--- src/rtl/step_dir_pkg.sv ---
// ---------------------------------------------------------------------------
// step_dir_pkg
//
// Shared definitions for the step/direction command transmitter:
//   - FSM state encoding (IDLE, DIR_SETUP, STEP_HIGH, STEP_LOW)
//   - bit positions inside the 2-bit step_dir bus
//   - default width / timing constants
//   - small integer helper used to size the shared timer
// ---------------------------------------------------------------------------
package step_dir_pkg;

  // FSM state encoding, kept as plain 2-bit constants so the state register
  // stays a simple logic vector that legacy tools and netlists can follow.
  localparam logic [1:0] ST_IDLE      = 2'd0;
  localparam logic [1:0] ST_DIR_SETUP = 2'd1;
  localparam logic [1:0] ST_STEP_HIGH = 2'd2;
  localparam logic [1:0] ST_STEP_LOW  = 2'd3;

  // Layout of the step_dir bus consumed by the stepper top.
  localparam int STEP_BIT = 0;
  localparam int DIR_BIT  = 1;

  // Default sizing and timing.
  localparam int DEF_POS_W            = 16;
  localparam int DEF_PERIOD_W         = 16;
  localparam int DEF_STEP_HIGH_CYCLES = 4;
  localparam int DEF_DIR_SETUP_CYCLES = 2;

  // The timer never gets narrower than 8 bits so the fixed setup and
  // high-time reloads always fit, even with a very narrow period field.
  localparam int MIN_TIMER_W = 8;

  function automatic int max_int(input int a, input int b);
    return (a > b) ? a : b;
  endfunction

endpackage

--- src/rtl/step_timer.sv ---
// ---------------------------------------------------------------------------
// step_timer
//
// Loadable down-counter shared by all timed FSM states. A load strobe
// copies load_value into the counter; otherwise the counter decrements
// until it reaches zero and then holds. zero is high while the count is 0,
// so a state that loads N-1 on entry lasts exactly N cycles.
//
// Ports:
//   clk        in   clock
//   rst_n      in   asynchronous reset, active low
//   load       in   reload strobe
//   load_value in   W-bit value copied on load
//   zero       out  count has reached zero
// ---------------------------------------------------------------------------
module step_timer #(
  parameter int W = 16
) (
  input  logic         clk,
  input  logic         rst_n,
  input  logic         load,
  input  logic [W-1:0] load_value,
  output logic         zero
);

  logic [W-1:0] count_q;

  // NOTE: sequential state is written only with non-blocking assignments so
  // every register samples the pre-edge values of the others.
  always_ff @(posedge clk or negedge rst_n) begin
    if (!rst_n) begin
      count_q <= '0;
    end else if (load) begin
      count_q <= load_value;
    end else if (count_q != '0) begin
      count_q <= count_q - W'(1);
    end
  end

  assign zero = (count_q == '0);

endmodule

--- src/rtl/step_dir_generator.sv ---
// ---------------------------------------------------------------------------
// step_dir_generator
//
// Command-side transmitter for the stepper controller. Accepts an absolute
// signed target and a step period over valid/ready, then emits step pulses
// on step_dir with a direction setup time ahead of the first pulse, keeps
// the commanded position, and reports done or aborted with one-cycle pulses.
//
// Ports:
//   system1000       in   clock
//   system1000_rstn  in   asynchronous reset, active low
//   cmd_valid        in   command offered
//   cmd_ready        out  high only while IDLE
//   cmd_target       in   POS_W signed absolute target position
//   cmd_period       in   PERIOD_W step period in cycles (rise to rise)
//   abort            in   stop-motion request
//   step_dir         out  bit1 = dir (1 = increasing), bit0 = step
//   position         out  POS_W signed count of issued steps
//   busy             out  motion in progress
//   done             out  one-cycle pulse: target reached
//   aborted          out  one-cycle pulse: motion ended by abort
// ---------------------------------------------------------------------------
module step_dir_generator
  import step_dir_pkg::*;
#(
  parameter int POS_W            = DEF_POS_W,
  parameter int PERIOD_W         = DEF_PERIOD_W,
  parameter int STEP_HIGH_CYCLES = DEF_STEP_HIGH_CYCLES,
  parameter int DIR_SETUP_CYCLES = DEF_DIR_SETUP_CYCLES
) (
  input  logic                system1000,
  input  logic                system1000_rstn,
  input  logic                cmd_valid,
  output logic                cmd_ready,
  input  logic [POS_W-1:0]    cmd_target,
  input  logic [PERIOD_W-1:0] cmd_period,
  input  logic                abort,
  output logic [1:0]          step_dir,
  output logic [POS_W-1:0]    position,
  output logic                busy,
  output logic                done,
  output logic                aborted
);

  localparam int TW = max_int(PERIOD_W, MIN_TIMER_W);

  // Shortest legal period: the full high time plus at least one low cycle.
  localparam logic [PERIOD_W-1:0] MIN_PERIOD = PERIOD_W'(STEP_HIGH_CYCLES + 1);

  // Timer reloads are "cycles - 1" because the state exits on the zero count.
  localparam logic [TW-1:0] SETUP_LOAD = TW'(DIR_SETUP_CYCLES - 1);
  localparam logic [TW-1:0] HIGH_LOAD  = TW'(STEP_HIGH_CYCLES - 1);

  logic [1:0]          state_q,  state_n;
  logic                step_q,   step_n;
  logic                dir_q,    dir_n;
  logic [POS_W-1:0]    position_q, pos_n;
  logic [POS_W-1:0]    target_q, target_n;
  logic [PERIOD_W-1:0] period_q, period_n;
  logic                busy_q,   busy_n;
  logic                done_q,   done_n;
  logic                aborted_q, aborted_n;
  // Remembers an abort seen during a pulse so the pulse can finish first.
  logic                abort_pend_q, pend_n;

  logic                tmr_load;
  logic [TW-1:0]       tmr_value;
  logic                tmr_zero;

  logic [PERIOD_W-1:0] eff_period;
  logic [TW-1:0]       low_load;
  logic                at_target;
  logic [POS_W-1:0]    pos_stepped;

  step_timer #(
    .W (TW)
  ) u_timer (
    .clk        (system1000),
    .rst_n      (system1000_rstn),
    .load       (tmr_load),
    .load_value (tmr_value),
    .zero       (tmr_zero)
  );

  assign eff_period  = (cmd_period < MIN_PERIOD) ? MIN_PERIOD : cmd_period;
  // Low time is period - high time; minus one more for the zero-exit count.
  assign low_load    = TW'(period_q) - TW'(STEP_HIGH_CYCLES + 1);
  assign at_target   = (position_q == target_q);
  // The position moves on the same edge the step line rises.
  assign pos_stepped = dir_q ? (position_q + POS_W'(1)) : (position_q - POS_W'(1));

  // NOTE: every signal assigned here gets a default first, so no path through
  // the case statement can leave one unassigned and infer a latch.
  always_comb begin
    state_n   = state_q;
    step_n    = step_q;
    dir_n     = dir_q;
    pos_n     = position_q;
    target_n  = target_q;
    period_n  = period_q;
    busy_n    = busy_q;
    done_n    = 1'b0;
    aborted_n = 1'b0;
    pend_n    = abort_pend_q;
    tmr_load  = 1'b0;
    tmr_value = '0;

    case (state_q)
      ST_IDLE: begin
        pend_n = 1'b0;
        if (cmd_valid) begin
          target_n = cmd_target;
          period_n = eff_period;
          if (cmd_target == position_q) begin
            // Already there: acknowledge without any motion.
            done_n = 1'b1;
          end else begin
            dir_n     = ($signed(cmd_target) > $signed(position_q));
            busy_n    = 1'b1;
            state_n   = ST_DIR_SETUP;
            tmr_load  = 1'b1;
            tmr_value = SETUP_LOAD;
          end
        end
      end

      ST_DIR_SETUP: begin
        if (abort) begin
          state_n   = ST_IDLE;
          busy_n    = 1'b0;
          done_n    = at_target;
          aborted_n = !at_target;
        end else if (tmr_zero) begin
          state_n   = ST_STEP_HIGH;
          step_n    = 1'b1;
          pos_n     = pos_stepped;
          tmr_load  = 1'b1;
          tmr_value = HIGH_LOAD;
        end
      end

      ST_STEP_HIGH: begin
        // An abort never truncates a pulse; it is held until the high time ends.
        if (abort) begin
          pend_n = 1'b1;
        end
        if (tmr_zero) begin
          step_n = 1'b0;
          pend_n = 1'b0;
          if (abort_pend_q || abort) begin
            state_n   = ST_IDLE;
            busy_n    = 1'b0;
            done_n    = at_target;
            aborted_n = !at_target;
          end else begin
            state_n   = ST_STEP_LOW;
            tmr_load  = 1'b1;
            tmr_value = low_load;
          end
        end
      end

      ST_STEP_LOW: begin
        // Abort wins over the next step, but a move that already reached its
        // target still reports done.
        if (abort) begin
          state_n   = ST_IDLE;
          busy_n    = 1'b0;
          done_n    = at_target;
          aborted_n = !at_target;
        end else if (tmr_zero) begin
          if (at_target) begin
            state_n = ST_IDLE;
            busy_n  = 1'b0;
            done_n  = 1'b1;
          end else begin
            state_n   = ST_STEP_HIGH;
            step_n    = 1'b1;
            pos_n     = pos_stepped;
            tmr_load  = 1'b1;
            tmr_value = HIGH_LOAD;
          end
        end
      end

      default: begin
        state_n = ST_IDLE;
        step_n  = 1'b0;
        busy_n  = 1'b0;
      end
    endcase
  end

  // NOTE: the asynchronous reset clears every register, so a reset mid-pulse
  // drops step at once and discards the command in flight.
  always_ff @(posedge system1000 or negedge system1000_rstn) begin
    if (!system1000_rstn) begin
      state_q      <= ST_IDLE;
      step_q       <= 1'b0;
      dir_q        <= 1'b0;
      position_q   <= '0;
      target_q     <= '0;
      period_q     <= '0;
      busy_q       <= 1'b0;
      done_q       <= 1'b0;
      aborted_q    <= 1'b0;
      abort_pend_q <= 1'b0;
    end else begin
      state_q      <= state_n;
      step_q       <= step_n;
      dir_q        <= dir_n;
      position_q   <= pos_n;
      target_q     <= target_n;
      period_q     <= period_n;
      busy_q       <= busy_n;
      done_q       <= done_n;
      aborted_q    <= aborted_n;
      abort_pend_q <= pend_n;
    end
  end

  assign cmd_ready          = (state_q == ST_IDLE);
  assign step_dir[STEP_BIT] = step_q;
  assign step_dir[DIR_BIT]  = dir_q;
  assign position           = position_q;
  assign busy               = busy_q;
  assign done               = done_q;
  assign aborted            = aborted_q;

endmodule
--- config.mk ---
export PLATFORM = sky130hd
export DESIGN_NAME = step_dir_generator
export DESIGN_NICKNAME = d
export VERILOG_FILES = /design/src/rtl/step_dir_pkg.sv /design/src/rtl/step_timer.sv /design/src/rtl/step_dir_generator.sv
export SDC_FILE = /design/constraint.sdc
export NUM_CORES = 1
export LEC_CHECK = 0
export ABC_CLOCK_PERIOD_IN_PS = 2750
export BUFFER_PORTS_ARGS = -buffer_cell sky130_fd_sc_hd__buf_2
export CAP_MARGIN = 0
export CORE_AREA = 2 2 141 143
export CTS_BUF_LIST = sky130_fd_sc_hd__clkbuf_16
export DETAILED_ROUTE_END_ITERATION = 6
export DIE_AREA = 0 0 143 145
export PLACE_DENSITY = 0.46
export SYNTH_ARGS = -nofsm -noshare
export SYNTH_HDL_FRONTEND = slang
export SYNTH_SLANG_ARGS = --single-unit
export TNS_END_PERCENT = 50
--- constraint.sdc ---
create_clock -name system1000 -period 2.75 [get_ports system1000]
set_input_delay 0.55 -clock system1000 [delete_from_list [all_inputs] [get_ports system1000]]
set_output_delay 0.55 -clock system1000 [all_outputs]
set_load 0.05 [all_outputs]
==> Word-level counts from Yosys, hierarchy flattened <==
Index checks and enable logic that the tools add are counted.
{ "op_classes": {"n_reduce_logical": 17, "bitwise_logic": 1, "magnitude_cmp": 2, "muxes": 72, "add_sub_neg": 4, "n_eq_ne": 19} }
{ "op_table": {"columns": ["operator", "n"], "rows": [
  ["$mux 16", 11],
  ["$pmux 16 s4", 1],
  ["$mux 1", 38],
  ["$eq 16x16->1", 2],
  ["$pmux 16 s2", 1],
  ["$sub 16x1->16 const B", 2],
  ["$mux 2", 14],
  ["$ne 2x2->1 const B", 10],
  ["$add 16x1->16 const B", 1],
  ["$gt 16x16->1", 1],
  ["$logic_not 16->1", 1],
  ["$lt 16x3->1 const B", 1],
  ["$reduce_bool 16->1", 1],
  ["$sub 16x3->16 const B", 1],
  ["$reduce_and 7->1", 2],
  ["$ne 3x3->1 const B", 4],
  ["$pmux 1 s4", 3],
  ["$pmux 2 s4", 1],
  ["$reduce_and 6->1", 1],
  ["$reduce_bool 2->1", 3],
  ["$reduce_and 5->1", 1],
  ["$eq 2x2->1 const B", 2],
  ["$pmux 1 s2", 2],
  ["$reduce_and 2->1", 2],
  ["other kinds (9)", 9]
]} }
{ "word_totals": {"in_bits": 36, "reg_bits": 72, "out_inout_bits": 22} }

==> Longest topological paths before layout <==
{ "logic_depth": {"word_depth": 6, "depth_mapped": 10} }

==> Hierarchy <==
A second synthesis with hierarchy kept.
{ "unflattened": {"hier_cells": 570, "area_unflattened_um2": 5029.8} }
{ "modules_own_cells": {"columns": ["mod", "area_each_um2", "cells_each", "n_inst"], "rows": [
  ["step_dir_generator", 4007.6, 462, 1],
  ["step_timer", 1022.2, 108, 1]
]} }

==> Worst setup path before layout <==
OpenSTA, ideal clock, no wires.
{ "synth_path": {"path_type": "reg2reg", "from": "register position_q[15], in the netlist position[15]", "to": "register u_timer.count_q[11]", "path_stages_with_launch": 11, "synth_period_minus_slack_ns": 2.630, "setup_ns": 0.074, "path_slack_ns": 0.120, "path_buffers": 2, "t_arrival_ns": 2.556, "cell_sequence": "dfrtp_1 > clkbuf_1 > inv_1 > ha_1 > nand4_1 > nor4_1 > nor2b_1 > nor2_1 > clkbuf_1 > nand2_1 > o21ai_2"} }
{ "synth_between": {"elab_chain_cells": 6, "elab_cells_between_ends": 10} }
{ "synth_lines": {"columns": ["element", "line", "source"], "rows": [
  ["start: declaration", "step_dir_generator.sv:57", "logic [POS_W-1:0] position_q, pos_n;"],
  ["start signal: assignment", "step_dir_generator.sv:212", "position_q <= pos_n;"],
  ["$eq 16x16->1", "step_dir_generator.sv:88", "assign at_target = (position_q == target_q);"],
  ["$mux 1", "step_dir_generator.sv:172", "if (at_target) begin"],
  ["$mux 1", "step_dir_generator.sv:171", "end else if (tmr_zero) begin"],
  ["$mux 1", "step_dir_generator.sv:166", "if (abort) begin"],
  ["$pmux 1 s4 *", "step_dir_generator.sv:108", "case (state_q)"],
  ["$mux 16 or $reduce_bool 2->1 (tied branches)", null, null],
  ["end signal: assignment", "step_timer.sv:34", "count_q <= load_value;"],
  ["end signal: assignment", "step_timer.sv:36", "count_q <= count_q - W'(1);"],
  ["end: declaration", "step_timer.sv:26", "logic [W-1:0] count_q;"]
]} }
Every way passes the cells marked *; elsewhere a longest branch is shown, timed or not.
A chain may end at the register's enable or synchronous reset.

==> Worst setup path in the final report <==
{ "layout_path": {"from": "register position_q[1], in the netlist position[1]", "to": "register dir_q"} }
{ "layout_between": {"elab_chain_cells": 3, "elab_cells_between_ends": 4} }
{ "layout_lines": {"columns": ["element", "line", "source"], "rows": [
  ["branches (longest 3 deep; another with $gt 16x16->1)", null, null],
  ["end signal: assignment", "step_dir_generator.sv:211", "dir_q <= dir_n;"],
  ["end: declaration", "step_dir_generator.sv:56", "logic dir_q, dir_n;"]
]} }
Several ways; the timed one is not identified.

==> flow_metrics.py <==
metrics = {
    "status": {
        "outcome": "completed",
    },
    "cells_and_area": {
        "layout.nets": 623,
        "insertedDiodeCount": 0,
        "final_area_sq_mm": 0.005668,
        "fillerInstances": 2039,
        "drive_gt1_share_pct": 24.19,
        "multi_input_comb_area_sq_mm": 0.002735,
        "layout.area.seq_sq_mm": 0.001802,
        "synthToLayoutAreaGrowth_pct": 20.00,
    },
    "worst_setup_path": {
        "timing.critical_path.slowest_cell_delay_ns": 0.46,
        "worstPathRequired_ns": 2.96,
        "cp.arrival_ns": 2.69,
        "timing_worst_setup_path_type": "register to register",
        "crit_family": "compound AO/OA/AOI/OAI gates",
        "worstPathBufferInverterCount": 1,
        "timing.critical_path.from_type": "register",
        "worstPathCellList": "inv_1 > ha_1 > nor2b_1 > o21a_1 > o21ai_0 > a21oi_1 > o31a_1 > a2111oi_0 > o31ai_1",
        "crit_fanout": 5,
        "slowest_stage": "a2111oi_0",
        "timing.critical_path.to_type": "register",
    },
    "clock_network": {
        "clkLatencyLatePin_ns": 0.35,
        "cts_hold_buffers": 0,
        "clock_tree.root_cell": "clkbuf_16",
        "cts-htree-levels": 3,
        "clock_tree_from_tritoncts": "done",
        "largest_buffer_count_on_any_clock_path": 2,
        "cts.sink_count": 72,
        "cts-buffers-inserted": 9,
        "cts.clk_slew.worst_paths_ns": 0.06,
    },
    "placed_design": {
        "place_congestion": 0.8784,
        "buffer_ports.inserted": 57,
        "place.detailed.hpwl_microns": 9616,
        "dpl-instance-area_sq_mm": 0.005373,
    },
    "sta": {
        "timing.max_slew.rel_slack_pct": 33.44,
        "tightest_slew_ns": 0.9983,
        "final_setup_skew_ns": 0.009706,
        "period_share_pct": 90.04,
        "pins_over_their_slew_limit": 0,
        "setup-tns-final_ns": 0,
        "hold_violations": 0,
        "achievable-frequency_ghz": 0.4039,
        "min_period_ns": 2.476,
        "grt_setup_unrepaired": "no",
        "setup_viol_count_final": 0,
    },
    "power_and_ir_drop": {
        "register_share_of_total_power_pct": 28.8,
        "power.clock.fraction_pct": 16.2,
        "post_route_total_power_w": 0.007262,
        "power_density_mw_per_mm2": 1281,
        "p_sw_share_pct": 45.77,
        "power.static_leakage_nw": 2.513,
        "switching_power_w": 0.003323,
        "cellInternalPower_w": 0.003939,
        "vdd_drop_max_v": 0.0004668,
        "combinationalPowerShare_pct": 55.0,
    },
    "route": {
        "drc_errors": 0,
        "drt-vias-per-instance": 4.530,
        "dr_total_vias": 3728,
        "dr.first_iter.drc_count": 177,
        "drtPass1Iterations": 6,
        "drtAntennaViolNets": 0,
        "wl_microns": 12510,
        "wl_per_cell_microns": 15.20,
    },
    "grt": {
        "grt-ovfl-total": 0,
        "via_count_of_the_first_global_routing_pass": 3973,
        "grt_antenna_before_repair": 0,
        "grt_first_pass_wirelength_microns": 21050,
        "track_usage_pct": 13.10,
        "grt_start_max_net_pins": 73,
    },
    "floorplanning": {
        "die_h_microns": 145,
        "boundaryPins": 58,
        "start_util_pct": 24.59,
        "fp-row-count": 51,
        "die-area_sq_mm": 0.02074,
        "floorplan.die.width_microns": 143,
        "coreArea_sq_mm": 0.01921,
    },
    "synth": {
        "synth_fp_nets": 556,
        "async_flop_share_pct": 100.0,
        "synth_seq_area_share_pct": 38.15,
        "syn_area_per_cell_sq_um": 9.719,
        "synth_seq_cells": 72,
        "synth-edff-count": 0,
        "synthesis.instances": 486,
        "ys.warnings.count": 0,
        "netlist_top_cells_area": "dfrtp_1, ha_1, mux2_2",
        "synth_top_area_share_pct": 38.15,
        "synth_top_cell_by_area": "dfrtp_1",
        "commonest_cells_post_synth": "dfrtp_1, nand2_1, xnor2_1, ha_1, nor2_1",
        "yosys_most_used_dff": "dfrtp_1",
        "synthMostInstantiatedCell": "dfrtp_1",
        "yosysUniqueCellTypes": 58,
        "post_synth_design_cell_area_sq_mm": 0.004723,
    },
    "job": {
        "cap_viol_max_count": 0,
    },
    "hold_path": {
        "hold_path.class": "input pin to asynchronous set/reset pin",
    },
}
-- worst reg2reg max path, cell delays in order, from the launching register on --
cell       delay (ns)
dfrtp_1          0.45
inv_1            0.08
ha_1             0.30
nor2b_1          0.14
o21a_1           0.16
o21ai_0          0.21
a21oi_1          0.11
o31a_1           0.29
a2111oi_0        0.46
o31ai_1          0.15
-- path summary, 6_finish.rpt --
path | end | slack (ns) | from | cells past startpoint
worst min register to register | target_q[6] | 0.53 | target_q[6] | 1
worst max register to register | dir_q | 0.27 | position[1] | 9
min in group system1000 | period_q[3] | 0.45 | cmd_period[3] | 2
max in group asynchronous | period_q[10] | 1.73 | system1000_rstn | 1
worst min-delay path | position[15] | 0.35 | system1000_rstn | 1
worst max-delay path | dir_q | 0.27 | position[1] | 9
-- layer usage --
metal	global-route usage, %	share of wire, %	up-vias
met2	21.15	48	54
met4	5.099	1.7	0
met1	16.92	47	1790
met5	0	0	-
met3	2.937	3.0	13
li1	-	-	1871
-- cell usage in the layout, fill, tap and decap left out, types with 3 or more instances in the layout --
cell type,synthesis,final
xnor2_1,34,34
o21ai_0,23,23
a21oi_1,18,18
nor3b_1,3,3
nor4_1,7,7
buf_4,2,14
o22ai_1,5,5
o21ai_1,9,9
mux2_2,30,30
o21ai_2,9,9
nor4_2,3,3
nand3_1,9,9
nor2b_1,5,5
a211oi_1,4,4
nor2_1,32,32
xor2_1,19,19
or3_1,8,8
nand3b_1,5,5
and3_1,3,3
nand2b_1,5,5
a21o_1,9,9
ha_1,33,33
nand4_1,9,9
dfrtp_1,72,72
nand2_1,41,41
clkbuf_16,0,9
buf_2,1,56
a31oi_1,3,3
o31ai_1,3,3
inv_1,27,28
nor3_1,12,12
-- sequential cells by signal (all words and copies together) (netlist names) --
register / flops
target_q: 16
u_timer.count_q: 16
aborted: 1
done: 1
state_q: 2
position: 16
busy: 1
step_q: 1
dir_q: 1
period_q: 16
abort_pend_q: 1
-- power groups by stage --
stage | Combinational (W) | Clock, W | Sequential (W)
final | 0.00400 | 0.00117 | 0.00209
after global routing | 0.00445 | 0.00126 | 0.00219
after CTS | 0.00402 | 0.00121 | 0.00210
after detailed placement | 0.00399 | 0 | 0.00211
after global placement | 0.00393 | 0 | 0.00210
after floorplan | 0.00277 | 0 | 0.00234
-- layout make-up --
| type | instances | area share [%] |
|---|---|---|
| inverter | 28 | 1.854 |
| multi-input combinational | 371 | 48.26 |
| timing repair buffer | 71 | 7.152 |
| clock buffer | 9 | 3.974 |
| tap | 265 | 5.850 |
| sequential | 72 | 31.79 |
| clock inverter | 7 | 1.126 |
-- cells by family after synthesis --
kind of cell,count (synthesis),synth area share [%]
AOI/OAI and AO/OA,101,14.12
xor gates and xnor gates,53,9.828
DFF,72,38.15
adders and majority gates,34,9.166
muxes,32,7.576
and+or+nand+nor,151,17.09
buffers and inverters,43,4.079
-- repair_timing --
action / CTS / global route
gates resized for setup: 0 / 1
buffers inserted: 0 / 0
endpoints found under the setup margin: 0 / 1
-- per-stage QoR --
stage | setup WS, ns | utilization (%) | instances | hold WS, ns
global route | 0.01170 | 29.51 | 823 | 0.4376
CTS | 0.1964 | 29.48 | 823 | 0.4122
global placement | 0.2080 | 27.97 | 807 | 0.5119
finish | 0.2740 | 29.51 | 823 | 0.3480
floorplan | 0.1198 | - | 486 | 0.2544
detailed placement | 0.1244 | 27.97 | 807 | 0.5185
No activity file was read; power rests on OpenSTA's default activity.
